`config.mk`:
```
export PLATFORM = sky130hd
export DESIGN_NAME = xbar_sync_ctrl_flat
export DESIGN_NICKNAME = d
export VERILOG_FILES = /design/src/rtl/xbar_sync_ctrl_if.sv /design/src/rtl/xbar_sync_ctrl.sv /design/src/flat_wrapper.sv
export SDC_FILE = /design/constraint.sdc
export NUM_CORES = 1
export LEC_CHECK = 0
export CAP_MARGIN = 15
export CELL_PAD_IN_SITES_DETAIL_PLACEMENT = 2
export CELL_PAD_IN_SITES_GLOBAL_PLACEMENT = 2
export CORE_ASPECT_RATIO = 1.25
export CORE_MARGIN = 2
export CORE_UTILIZATION = 13
export DETAILED_ROUTE_END_ITERATION = 6
export PLACE_DENSITY_LB_ADDON = 0.1
export SETUP_SLACK_MARGIN = 0.05
export SKIP_LAST_GASP = 1
export SYNTH_ARGS = -nofsm -noshare
export SYNTH_HDL_FRONTEND = slang
export SYNTH_SLANG_ARGS = --single-unit
```
`constraint.sdc`:
```
create_clock -name clk -period 4.2 [get_ports clk]
set_clock_uncertainty 0.2 [all_clocks]
set_input_delay 0.84 -clock clk [delete_from_list [all_inputs] [get_ports clk]]
set_output_delay 0.84 -clock clk [all_outputs]
set_load 0.03 [all_outputs]
```
`src/rtl/xbar_sync_ctrl_if.sv`:
```
// Signal bundle between the hash-build processors and the crossbar sync controller.
// The slave modport is the controller's view; master drives the processor-side inputs.
interface xbar_sync_ctrl_if #(
    parameter int NUM_PROC = 3,
    parameter int STATE_W  = 4,
    parameter int IDX_W    = 7
);
    localparam int STG_W = $clog2(NUM_PROC + 1);

    logic [NUM_PROC*STATE_W-1:0] norm_state;
    logic [NUM_PROC*IDX_W-1:0]   norm_index;
    logic [NUM_PROC*STATE_W-1:0] clam_state;
    logic [NUM_PROC*IDX_W-1:0]   clam_index;
    logic [NUM_PROC*IDX_W-1:0]   sw_index;
    logic [NUM_PROC-1:0]         norm_wait;
    logic [NUM_PROC-1:0]         clam_wait;
    logic                        xfer_clr;

    logic [NUM_PROC-1:0]         norm_irq;
    logic [NUM_PROC-1:0]         clam_irq;
    logic [NUM_PROC-1:0]         norm_xfer;
    logic [NUM_PROC-1:0]         clam_xfer;
    logic [NUM_PROC-1:0]         cont;
    logic [STG_W-1:0]            stage;

    modport master (
        output norm_state, norm_index, clam_state, clam_index, sw_index,
        output norm_wait, clam_wait, xfer_clr,
        input  norm_irq, clam_irq, norm_xfer, clam_xfer, cont, stage
    );

    modport slave (
        input  norm_state, norm_index, clam_state, clam_index, sw_index,
        input  norm_wait, clam_wait, xfer_clr,
        output norm_irq, clam_irq, norm_xfer, clam_xfer, cont, stage
    );
endinterface

```
`src/rtl/xbar_sync_ctrl.sv`:
```
// Crossbar sync controller: per-datapath handover interrupts with sticky transfer
// flags, plus a staged barrier that releases a growing set of processors.
module xbar_sync_ctrl #(
    parameter int NUM_PROC     = 3,
    parameter int STATE_W      = 4,
    parameter int IDX_W        = 7,
    parameter int HASHBUILD    = 8,
    parameter int STAGE_CYCLES = 2
) (
    input logic            clk,
    input logic            rst,
    xbar_sync_ctrl_if.slave bus
);
    localparam int STG_W = $clog2(NUM_PROC + 1);
    localparam int CNT_W = (STAGE_CYCLES > 1) ? $clog2(STAGE_CYCLES) : 1;
    localparam logic [CNT_W-1:0]   CNT_LAST = CNT_W'(STAGE_CYCLES - 1);
    localparam logic [STG_W-1:0]   STG_LAST = STG_W'(NUM_PROC);
    localparam logic [STG_W-1:0]   STG_FIRST = STG_W'(1);
    localparam logic [STATE_W-1:0] HB_CODE  = STATE_W'(HASHBUILD);

    typedef enum logic {RAMP, STEADY} bar_state_t;

    function automatic logic [CNT_W-1:0] cnt_sat_inc(input logic [CNT_W-1:0] c);
        return (c == CNT_LAST) ? c : c + CNT_W'(1);
    endfunction

    function automatic logic [STG_W-1:0] stg_sat_inc(input logic [STG_W-1:0] s);
        return (s == STG_LAST) ? s : s + STG_W'(1);
    endfunction

    // ---- stage p0: input decode ----
    logic [NUM_PROC-2:0] norm_hit_p0, clam_hit_p0;

    for (genvar p = 0; p < NUM_PROC - 1; p++) begin : g_hit
        assign norm_hit_p0[p] =
            (bus.norm_state[p*STATE_W +: STATE_W] == HB_CODE) &&
            (bus.norm_index[p*IDX_W +: IDX_W] == bus.sw_index[p*IDX_W +: IDX_W]);
        assign clam_hit_p0[p] =
            (bus.clam_state[p*STATE_W +: STATE_W] == HB_CODE) &&
            (bus.clam_index[p*IDX_W +: IDX_W] == bus.sw_index[p*IDX_W +: IDX_W]);
    end

    // The last processor has no successor, so its compare inputs are ignored.
    logic unused_last_proc;
    assign unused_last_proc = ^{bus.norm_state[(NUM_PROC-1)*STATE_W +: STATE_W],
                                bus.clam_state[(NUM_PROC-1)*STATE_W +: STATE_W],
                                bus.norm_index[(NUM_PROC-1)*IDX_W +: IDX_W],
                                bus.clam_index[(NUM_PROC-1)*IDX_W +: IDX_W],
                                bus.sw_index[(NUM_PROC-1)*IDX_W +: IDX_W]};

    logic [NUM_PROC-2:0] norm_irq_p0, clam_irq_p0;
    logic [NUM_PROC-2:0] norm_irq_p1, clam_irq_p1;
    logic [NUM_PROC-1:1] norm_xfer_p0, clam_xfer_p0;
    logic [NUM_PROC-1:1] norm_xfer_p1, clam_xfer_p1;

    // A set always beats the wait-driven clear; otherwise the level holds.
    always_comb begin
        norm_irq_p0 = norm_hit_p0 | (~bus.norm_wait[NUM_PROC-2:0] & norm_irq_p1);
        clam_irq_p0 = clam_hit_p0 | (~bus.clam_wait[NUM_PROC-2:0] & clam_irq_p1);
    end

    // Transfer flag p+1 follows irq p by one clock and outranks xfer_clr.
    always_comb begin
        norm_xfer_p0 = (norm_xfer_p1 & ~{(NUM_PROC-1){bus.xfer_clr}}) | norm_irq_p1;
        clam_xfer_p0 = (clam_xfer_p1 & ~{(NUM_PROC-1){bus.xfer_clr}}) | clam_irq_p1;
    end

    bar_state_t          st_p0, st_p1;
    logic [STG_W-1:0]    stage_p0, stage_p1;
    logic [CNT_W-1:0]    cnt_p0, cnt_p1;
    logic [NUM_PROC-1:0] cont_p0, cont_p1;
    logic [NUM_PROC-1:0] both_wait_p0, act_mask_p0, rel_mask_p0;
    logic                go_p0, all_wait_p0;

    // Active set is procs 0..s-1; a release covers procs 0..min(s, NUM_PROC-1).
    always_comb begin
        both_wait_p0 = bus.norm_wait & bus.clam_wait;
        act_mask_p0  = '0;
        rel_mask_p0  = '0;
        for (int i = 0; i < NUM_PROC; i++) begin
            act_mask_p0[i] = (STG_W'(i) < stage_p1);
            rel_mask_p0[i] = (STG_W'(i) <= stage_p1);
        end
        go_p0       = &(both_wait_p0 | ~act_mask_p0);
        all_wait_p0 = &both_wait_p0;
    end

    always_comb begin
        st_p0    = st_p1;
        stage_p0 = stage_p1;
        cnt_p0   = cnt_p1;
        cont_p0  = '0;
        unique case (st_p1)
            RAMP: begin
                if (go_p0) begin
                    cont_p0 = rel_mask_p0;
                    if (cnt_p1 == CNT_LAST) begin
                        cnt_p0   = '0;
                        stage_p0 = stg_sat_inc(stage_p1);
                        if (stg_sat_inc(stage_p1) == STG_LAST) begin
                            st_p0 = STEADY;
                        end
                    end else begin
                        cnt_p0 = cnt_sat_inc(cnt_p1);
                    end
                end
            end
            STEADY: begin
                stage_p0 = STG_LAST;
                cont_p0  = all_wait_p0 ? '1 : '0;
            end
            default: st_p0 = RAMP;
        endcase
    end

    // ---- stage p1: registered outputs ----
    always_ff @(posedge clk) begin
        if (rst) begin
            norm_irq_p1  <= '0;
            clam_irq_p1  <= '0;
            norm_xfer_p1 <= '0;
            clam_xfer_p1 <= '0;
            st_p1        <= RAMP;
            stage_p1     <= STG_FIRST;
            cnt_p1       <= '0;
            cont_p1      <= '0;
        end else begin
            norm_irq_p1  <= norm_irq_p0;
            clam_irq_p1  <= clam_irq_p0;
            norm_xfer_p1 <= norm_xfer_p0;
            clam_xfer_p1 <= clam_xfer_p0;
            st_p1        <= st_p0;
            stage_p1     <= stage_p0;
            cnt_p1       <= cnt_p0;
            cont_p1      <= cont_p0;
        end
    end

    assign bus.norm_irq  = {1'b0, norm_irq_p1};
    assign bus.clam_irq  = {1'b0, clam_irq_p1};
    assign bus.norm_xfer = {norm_xfer_p1, 1'b0};
    assign bus.clam_xfer = {clam_xfer_p1, 1'b0};
    assign bus.cont      = cont_p1;
    assign bus.stage     = stage_p1;
endmodule
```
`src/flat_wrapper.sv`:
```
// flat-port wrapper written by rule: the top's interface ports become plain ports
module xbar_sync_ctrl_flat 
#(
    parameter int NUM_PROC     = 3,
    parameter int STATE_W      = 4,
    parameter int IDX_W        = 7,
    parameter int HASHBUILD    = 8,
    parameter int STAGE_CYCLES = 2
)
  (clk, rst, bus_norm_state, bus_norm_index, bus_clam_state, bus_clam_index, bus_sw_index, bus_norm_wait, bus_clam_wait, bus_xfer_clr, bus_norm_irq, bus_clam_irq, bus_norm_xfer, bus_clam_xfer, bus_cont, bus_stage);
  xbar_sync_ctrl_if #(.NUM_PROC(NUM_PROC), .STATE_W(STATE_W), .IDX_W(IDX_W)) bus_i ();
  input logic clk;
  input logic rst;
  input wire logic [$bits(bus_i.norm_state)-1:0] bus_norm_state;
  input wire logic [$bits(bus_i.norm_index)-1:0] bus_norm_index;
  input wire logic [$bits(bus_i.clam_state)-1:0] bus_clam_state;
  input wire logic [$bits(bus_i.clam_index)-1:0] bus_clam_index;
  input wire logic [$bits(bus_i.sw_index)-1:0] bus_sw_index;
  input wire logic [$bits(bus_i.norm_wait)-1:0] bus_norm_wait;
  input wire logic [$bits(bus_i.clam_wait)-1:0] bus_clam_wait;
  input wire logic [$bits(bus_i.xfer_clr)-1:0] bus_xfer_clr;
  output wire logic [$bits(bus_i.norm_irq)-1:0] bus_norm_irq;
  output wire logic [$bits(bus_i.clam_irq)-1:0] bus_clam_irq;
  output wire logic [$bits(bus_i.norm_xfer)-1:0] bus_norm_xfer;
  output wire logic [$bits(bus_i.clam_xfer)-1:0] bus_clam_xfer;
  output wire logic [$bits(bus_i.cont)-1:0] bus_cont;
  output wire logic [$bits(bus_i.stage)-1:0] bus_stage;
  assign bus_i.norm_state = bus_norm_state;
  assign bus_i.norm_index = bus_norm_index;
  assign bus_i.clam_state = bus_clam_state;
  assign bus_i.clam_index = bus_clam_index;
  assign bus_i.sw_index = bus_sw_index;
  assign bus_i.norm_wait = bus_norm_wait;
  assign bus_i.clam_wait = bus_clam_wait;
  assign bus_i.xfer_clr = bus_xfer_clr;
  assign bus_norm_irq = bus_i.norm_irq;
  assign bus_clam_irq = bus_i.clam_irq;
  assign bus_norm_xfer = bus_i.norm_xfer;
  assign bus_clam_xfer = bus_i.clam_xfer;
  assign bus_cont = bus_i.cont;
  assign bus_stage = bus_i.stage;
  xbar_sync_ctrl #(.NUM_PROC(NUM_PROC), .STATE_W(STATE_W), .IDX_W(IDX_W), .HASHBUILD(HASHBUILD), .STAGE_CYCLES(STAGE_CYCLES)) u_core (.clk(clk), .rst(rst), .bus(bus_i));
endmodule
```
==> flow_summary_export.csv <==
group,metric,value,unit
critical_path,reg2reg_slack,2720,ps
placed_design,gp_congestion,0.767,
detailed_routing,dr.pass1.iters,2,
power,p_total,0.000388,W
clock_network,ctsHoldBuffers,0,
clock_network,tritoncts,"done",
detailed_routing,drt_iter0_markers,8,
detailed_routing,met1_length,1450,um
synth,syn_inst,110,
critical_path,cp_max_fo,8,
clock_network,clk_latency,240,ps
sta,fmax,402,MHz
power,leakagePower,0.679,nW
sta,layout_min_cycle_time,2490,ps
clock_network,post_cts_resize_count,0,
sta,fin_tns_setup,0,ps
detailed_routing,routedWlPerCell,14.0,um
sta,maxSlewHeadroom,58.6,%
synth,synth_seq_cells,15,
outcome,status,"finished clean",
clock_network,cts_setup_buffers,0,
detailed_routing,route.detailed.drc,0,
critical_path,r2r-end,"u_core.cnt_p1$_SDFFE_PP0P_",
critical_path,critPathTopFamily,"buffers and inverters",
synth,syn_avg_cell_area,8.50,um^2
floorplanning,fp-row-count,34,
detailed_routing,routed_wl,3950,um
clock_network,clkSlewWorstSetupHoldPaths,60,ps
clock_network,cts_buffers,3,
synth,yosysSeqAreaShare,32.1,%
layout,stdcell_area,1860,um^2
detailed_routing,wl_met3,155,um
layout,fin_nets,288,
synth,yosysWarnings,0,
sta,rsz0062_at_grt,"false",
critical_path,startpoint_type,"flip-flop",
global_routing,grt.overflow.total,0,
critical_path,r2r_cells,4,
global_routing,grt_pass1_vias,1284,
layout,fillerInstances,822,
detailed_routing,wl_met2,2340,um
placed_design,post-dp-hpwl,3550,um
floorplanning,start_util,13.4,%
detailed_routing,ant_nets,0,
detailed_routing,via_per_inst,3.88,
critical_path,critPathMaxStageDelay,730,ps
sta,hold_violations,0,
worst_hold_path,hold_depth,2,
sta,slew_viol_final,0,
floorplanning,io_pins,113,
worst_hold_path,hp-start,"u_core.clam_xfer_p1[2]$_SDFF_PP0_",
global_routing,grt_max_degree,17,
critical_path,cp_cell_sequence,"clkdlybuf4s50_1",
clock_network,cts.path.max_buffers,2,
synth,syn_area,935,um^2
synth,synth_compound_area_share,11.1,%
synth,synth_fa_ha_area_share,0,%
power,peakVddDrop,0.0785,mV
clock_network,clock_sinks,15,
synth,synth_top_family_by_area,"XOR/XNOR gates",
synth,synthXorXnorAreaFrac,26.2,%
detailed_routing,top_layer_used,"met4",
placed_design,pre_cts_slack,1640,ps
critical_path,r2r_start,"u_core.bus.stage[0]$_SDFFE_PP1P_",
global_routing,grt_first_pass_wirelength,6300,um
sta,tightest_slew,619,ps
floorplanning,core,6980,um^2
power,powerDensity,209,nW/um^2
placed_design,port_buffers,79,
worst_hold_path,min_to,"u_core.clam_xfer_p1[2]$_SDFF_PP0_",
floorplanning,die_area,7890,um^2
layout,diodes,0,
critical_path,worst-setup-path-type,"reg -> out",
worst_hold_path,hold_class,"reg -> reg",
critical_path,cp_data_arrival_time,1450,ps
detailed_routing,num_vias,1091,
critical_path,cpMaxStageDelayCell,"clkdlybuf4s50_1",
synth,yosys.area_share.simple,24.1,%
sta,finalCritPeriodShare,59.3,%
global_routing,antenna_found_initial,0,
sta,hold_ws,292,ps
synth,synthDistinctLibCells,23,
layout,final_cell_mix,"clkdlybuf4s50_1, xor2_1, nor2_1",
floorplanning,dieWidth,79.8,um
layout,layout_commonest_cell,"clkdlybuf4s50_1",
layout,synthToLayoutAreaGrowth,99.1,%
critical_path,endpoint_kind,"primary output",
global_routing,grt_use_total,10.1,%
placed_design,place_area,1820,um^2
sta,setup_viol,0,
critical_path,cp.required,3160,ps
synth,synth.area.mux_share,1.61,%
sta,finalWorstSetupSlack,1710,ps
critical_path,cp_num_buf_inv,1,
clock_network,cts-root-buf,"clkbuf_8",
floorplanning,die_y,98.8,um
layout,layout-drive-gt1-share,3.66,%
run,cap_violations,0,
clock_network,cts-htree-levels,1,
[cell usage after synthesis]
master	number	area (um^2)
xor2_1	24	210
nor2_1	16	60.1
dfxtp_1	15	300
a21oi_1	13	65.1
nand4_1	6	37.5
buf_4	4	30.0
nand2b_1	4	25.0
nor4_1	4	25.0
nor4b_1	4	35.0
xnor2_1	4	35.0
a21boi_1	2	15.0
inv_1	2	7.51
nand2_1	2	7.51
a31oi_1	1	6.26
clkbuf_1	1	3.75
conb_1	1	3.75
mux2_4	1	15.0
nand2b_2	1	8.76
nand3b_1	1	7.51
nand4_2	1	12.5
nor2b_1	1	6.26
o21ai_0	1	5.00
o22ai_2	1	12.5
[area by class of cell]
type                            count  area [um^2]  area share [%]
Tap cell                           90          113            6.05
Inverter                            2         7.51           0.403
Multi-Input combinational cell     91          604            32.5
Sequential cell                    15          300            16.1
Clock buffer                        4         45.0            2.42
Timing Repair Buffer               79          791            42.5
[worst register-to-register path: cells and delay by family, from the launching register on]
family | cells | cell delay (ps)
AOI/OAI and AO/OA | 2 | 380
muxes | 1 | 290
and+or+nand+nor | 1 | 100
DFF | 1 | 410
[layer usage]
metal  up-vias  global-route usage [%]
li1        533                       -
met1       536                    10.8
met2        20                    20.5
met3         2                    1.83
met4         0                    1.17
met5         -                       0
[metrics by stage]
step	cells	utilization (%)
final	281	26.7
after floorplan	113	-
after global placement	277	26.0
after CTS	281	26.7
after detailed placement	277	26.0
after global routing	281	26.7
[state kept, by name, indices dropped and copies added (netlist names)]
signal               cells
u_core.bus.cont          3
u_core.bus.stage         2
u_core.clam_irq_p1       2
u_core.clam_xfer_p1      2
u_core.cnt_p1            1
u_core.norm_irq_p1       2
u_core.norm_xfer_p1      2
u_core.st_p1             1
[power by group]
part	switching (W)	internal, W
clock	0.0000474	0.0000670
sequential	0.00000365	0.000146
combinational	0.0000465	0.0000781
total	0.0000976	0.000291
[how the worst max path moves through the flow]
stage	startpoint	to	slack [ps]	cells after the start
final	u_core.bus.stage[1]$_SDFFE_PP0P_	bus_stage[1]	1710	1
after global routing	u_core.bus.stage[1]$_SDFFE_PP0P_	bus_stage[1]	1630	1
after CTS	u_core.bus.stage[1]$_SDFFE_PP0P_	bus_stage[1]	1700	1
after detailed placement	bus_sw_index[7]	u_core.clam_irq_p1[1]$_SDFF_PP0_	1640	5
after global placement	bus_clam_wait[0]	u_core.cnt_p1$_SDFFE_PP0P_	1630	5
after floorplan	bus_norm_wait[1]	u_core.cnt_p1$_SDFFE_PP0P_	2340	4
[logic make-up (layout without fill, tap and decap cells)]
kind of cell / after synthesis / in the layout
AO/OA/AOI/OAI: 18 / 18
multiplexers: 1 / 1
XOR/XNOR: 28 / 28
flip-flops: 15 / 15
other: 1 / 4
buffers and inverters: 7 / 85
AND/OR/NAND/NOR: 40 / 40
No activity file was read; power rests on OpenSTA's default activity.
